==> config.mk <==
export PLATFORM = sky130hd
export DESIGN_NAME = msdf_otf_converter
export DESIGN_NICKNAME = d
export VERILOG_FILES = /design/src/rtl/msdf_otf_converter.sv
export SDC_FILE = /design/constraint.sdc
export NUM_CORES = 1
export LEC_CHECK = 0
export ABC_AREA = 1
export BUFFER_PORTS_ARGS = -buffer_cell sky130_fd_sc_hd__buf_4
export CAP_MARGIN = 20
export CORE_AREA = 2 2 70 72
export CTS_BUF_LIST = sky130_fd_sc_hd__clkbuf_2
export DETAILED_ROUTE_END_ITERATION = 16
export DIE_AREA = 0 0 72 74
export PLACE_DENSITY = 0.53
export SLEW_MARGIN = 40
export SYNTH_ARGS = -nofsm -noshare
export SYNTH_HDL_FRONTEND = slang
export SYNTH_SLANG_ARGS = --single-unit
==> constraint.sdc <==
create_clock -name clk -period 1.65 [get_ports clk]
set_input_delay 0.165 -clock clk [delete_from_list [all_inputs] [get_ports clk]]
set_output_delay 0.165 -clock clk [all_outputs]
set_load 0.05 [all_outputs]
==> src/rtl/msdf_otf_converter.sv <==
// On-the-fly (Q/QM) converter: radix-2 signed-digit MSDF stream to an (N+1)-bit
// two's-complement word, presented on a valid/ready output register.
module msdf_otf_converter #(
    parameter int unsigned N = 8
) (
    input  logic         clk,
    input  logic         rst,
    input  logic [1:0]   zj,
    input  logic         zj_valid,
    input  logic         flush,
    output logic [N:0]   res_data,
    output logic         res_valid,
    input  logic         res_ready,
    output logic         busy,
    output logic         err,
    output logic         ovf
);

    localparam logic [1:0] R2_POS_ONE = 2'b01;
    localparam logic [1:0] R2_ZERO    = 2'b00;
    localparam logic [1:0] R2_NEG_ONE = 2'b11;

    localparam int unsigned CW = (N > 1) ? $clog2(N) : 1;
    localparam logic [N:0]  QInit  = '0;
    localparam logic [N:0]  QmInit = {(N + 1){1'b1}};

    logic [N:0]    q_q, q_d;
    logic [N:0]    qm_q, qm_d;
    logic [CW-1:0] cnt_q, cnt_d;
    logic [N:0]    res_data_q, res_data_d;
    logic          res_valid_q, res_valid_d;
    logic          err_q, err_d;
    logic          ovf_q, ovf_d;

    logic [N:0] q_shift;
    logic [N:0] qm_shift;
    logic       illegal;
    logic       last_digit;
    logic       complete;

    // Append the incoming digit to Q/QM; QM == Q-1 is preserved by construction.
    always_comb begin
        q_shift  = q_q;
        qm_shift = qm_q;
        illegal  = 1'b0;
        case (zj)
            R2_POS_ONE: begin
                q_shift  = {q_q[N-1:0], 1'b1};
                qm_shift = {q_q[N-1:0], 1'b0};
            end
            R2_NEG_ONE: begin
                q_shift  = {qm_q[N-1:0], 1'b1};
                qm_shift = {qm_q[N-1:0], 1'b0};
            end
            default: begin
                q_shift  = {q_q[N-1:0], 1'b0};
                qm_shift = {qm_q[N-1:0], 1'b1};
                illegal  = (zj != R2_ZERO);
            end
        endcase
    end

    always_comb begin
        last_digit  = (cnt_q == CW'(N - 1));
        complete    = zj_valid & ~flush & last_digit;

        q_d         = q_q;
        qm_d        = qm_q;
        cnt_d       = cnt_q;
        res_data_d  = res_data_q;
        res_valid_d = res_valid_q;
        err_d       = err_q;
        ovf_d       = ovf_q;

        if (flush) begin
            q_d   = QInit;
            qm_d  = QmInit;
            cnt_d = '0;
            err_d = 1'b0;
            ovf_d = 1'b0;
        end else if (zj_valid) begin
            if (illegal) begin
                err_d = 1'b1;
            end
            if (last_digit) begin
                q_d   = QInit;
                qm_d  = QmInit;
                cnt_d = '0;
            end else begin
                q_d   = q_shift;
                qm_d  = qm_shift;
                cnt_d = cnt_q + CW'(1);
            end
        end

        // A completing frame may refill the register on the same edge it is drained.
        if (complete) begin
            if (!res_valid_q || res_ready) begin
                res_data_d  = q_shift;
                res_valid_d = 1'b1;
            end else begin
                ovf_d = 1'b1;
            end
        end else if (res_valid_q && res_ready) begin
            res_valid_d = 1'b0;
        end
    end

    always_ff @(posedge clk or posedge rst) begin
        if (rst) begin
            q_q         <= QInit;
            qm_q        <= QmInit;
            cnt_q       <= '0;
            res_data_q  <= '0;
            res_valid_q <= 1'b0;
            err_q       <= 1'b0;
            ovf_q       <= 1'b0;
        end else begin
            q_q         <= q_d;
            qm_q        <= qm_d;
            cnt_q       <= cnt_d;
            res_data_q  <= res_data_d;
            res_valid_q <= res_valid_d;
            err_q       <= err_d;
            ovf_q       <= ovf_d;
        end
    end

    assign res_data  = res_data_q;
    assign res_valid = res_valid_q;
    assign busy      = (cnt_q != '0);
    assign err       = err_q;
    assign ovf       = ovf_q;

endmodule
==> out/metrics.csv <==
metric,value,unit
outcome,completed,
grt_antenna_before_repair,0,
hp-class,in2reg,
tightest_slew,0.394,ns
reg2reg_depth,6,
cts.reportedPaths.clkPinSlew,0.19,ns
clkSinkCount,31,
root_buffer,clkbuf_2,
period_share,89.5,%
relSlewSlack,73.8,%
r2r_start,cnt_q[0],
clk_path_buf_depth,2,
peakVddDrop,0.000385,V
hold_viol,0,
fin_nets,232,
synth-seq-cells,31,
worst_r2r_endpoint,q_q[1],
clock_latency,0.39,ns
crit_start,cnt_q[0],
syn_area,1540,um2
critPathRequiredTime,1.99,ns
endpoint,q_q[1],
h-tree-depth,2,
critPathArrivalTime,1.82,ns
synth_nets,208,
via_per_inst,4.53,
fp.dieArea,5330,um2
setup_violations,0,
synth_cell_types,21,
crit_chain,"ha_1, ha_1, nor2_2, buf_4, nand2_1, nand2_1",
area.sequential,786,um2
drt_wl_total,3.24,mm
overflow,0,
criticalPathCategory,reg2reg,
drive_above_1_share,20.2,%
ff2ff_setup_slack,0.17,ns
diodes,0,
cp_max_fo,8,
seq_area_frac_synth,51.1,%
start_util,33.5,%
place_inst,268,
grtUsageTotal,13.7,%
finClkSkew,0.0219,ns
rsz0062_at_grt,false,
post_drt_wl_per_cell,11.7,um
finalCriticalPeriod,1.48,ns
clock.fmax,677,MHz
end_kind,register,
ios,20,
post_cts_resized,0,
cts_tree,built,
postLayoutCoreUtil,39.2,%
slowest_delay,0.41,ns
drc_errors,0,
multiInputGateArea,668,um2
gp_congestion,0.759,
n_fill_cell,485,
dieWidth,72,um
powerDensity,864,nW/um2
cp_slowest_cell,dfrtp_1,
p_leak,0.980,nW
vias,1255,
rows,25,
drtIter0Drc,78,
grt_max_degree,32,
first_global_vias,1183,
portBuffers,19,
hpwlAfterDp,2.27,mm
ys_warn_count,0,
synth_cells,198,
antenna_left,0,
start_kind,register,
final_cells,277,
slew_viol_final,0,
grt_pass1_wl,5.58,mm
finalSetupTns,0,ns
areaGrowthSynthToFinish,17.1,%
firstDrtPassIters,4,
cts_buffers,5,
avgSynthCellArea,7.77,um2
die_h,74,um
core,4600,um2
p_total,1.56,mW
maxCapViolCount,0,
## area by class of cell
type                       instances  share of cell area (%)
tap                               54                    3.75
inverter                          13                    2.71
clock buffer                       5                    1.39
sequential                        31                    43.6
timing repair buffer              22                    9.31
multi-input combinational        149                    37.1
clock inverter                     3                    2.15
## critical path: cells and delay by family (launching register included)
| kind | cells | cell delay (ns) |
|---|---|---|
| adders and majority gates | 2 | 0.46 |
| DFF | 1 | 0.41 |
| and+or+nand+nor | 3 | 0.37 |
| buffers and inverters | 1 | 0.20 |
## report_power, final
part | switching [mW] | internal [mW]
clock | 0.295 | 0.249
sequential | 0.0224 | 0.801
combinational | 0.128 | 0.0598
## cell usage after synthesis
library cell | number | area (um2)
o21ai_1 | 3 | 15.0
or2_0 | 1 | 6.26
nand3_4 | 1 | 17.5
buf_4 | 2 | 15.0
nor2_1 | 20 | 75.1
dfrtp_1 | 23 | 576
nand2_1 | 90 | 338
buf_6 | 1 | 11.3
o21ai_0 | 1 | 5.00
o31ai_1 | 1 | 7.51
inv_2 | 3 | 11.3
a21oi_1 | 1 | 5.00
clkinv_1 | 1 | 3.75
dfstp_2 | 8 | 210
nor2_4 | 3 | 33.8
buf_2 | 2 | 10.0
nand2_2 | 1 | 6.26
nor2_2 | 1 | 6.26
nand3_1 | 23 | 115
ha_1 | 3 | 37.5
inv_1 | 9 | 33.8
## layout by cell type, fill, tap and decap left out
cell type,count
clkbuf_2,5
inv_1,9
inv_2,3
a21oi_1,1
o21ai_1,3
bufinv_16,1
o31ai_1,1
nand3_4,1
dlygate4sd3_1,1
clkinv_1,2
o21ai_0,1
dfstp_2,8
clkinv_2,1
nor2_1,20
nand2_2,1
nor2_2,1
nand2_1,90
or2_0,1
nand3_1,23
buf_4,21
nor2_4,3
ha_1,3
dfrtp_1,23
## worst min path at each step
stage          startpoint         to  slack, ns  depth (start not counted)
2_1_floorplan         rst   cnt_q[0]       0.26                          1
3_3_place_gp          rst  res_valid       0.28                          3
3_5_place_dp          rst  res_valid       0.28                          3
4_1_cts          zj_valid     q_q[3]       0.06                          4
5_1_grt          zj_valid     q_q[5]       0.05                          4
6_report         zj_valid     q_q[0]       0.07                          4
## registers in the layout, indices dropped and copies added (netlist names)
register / flops
res_data: 9
q_q: 8
qm_q: 8
cnt_q: 3
err: 1
ovf: 1
res_valid: 1
## through the flow
stage	setup slack [ns]	hold WS [ns]	cell area, um2
5_1_grt	0.106	0.0540	1800
2_1_floorplan	0.367	0.263	1540
4_1_cts	0.157	0.0622	1800
6_report	0.172	0.0698	1800
3_5_place_dp	0.183	0.282	1730
3_3_place_gp	0.235	0.278	1730
## metal layers
| metal | GRT usage, % | part of all wire [%] |
|---|---|---|
| met5 | 0 | 0 |
| met4 | 5.66 | 1.9 |
| met3 | 4.07 | 4.0 |
| met2 | 21.1 | 44 |
| met1 | 18.1 | 50 |
## cell families (layout without fill, tap and decap cells)
group | after synthesis | in the layout | share of synthesized area, %
and+or+nand+nor | 140 | 140 | 38.9
DFF | 31 | 31 | 51.1
buffers and inverters | 18 | 43 | 5.53
AOI/OAI and AO/OA | 6 | 6 | 2.11
adders and majority gates | 3 | 3 | 2.44
## what timing repair did
action / CTS / global route
hold buffers: 1 / 0
setup buffers: 0 / 0
hold endpoints to repair: 23 / 0
No activity file was read; power rests on OpenSTA's default activity.
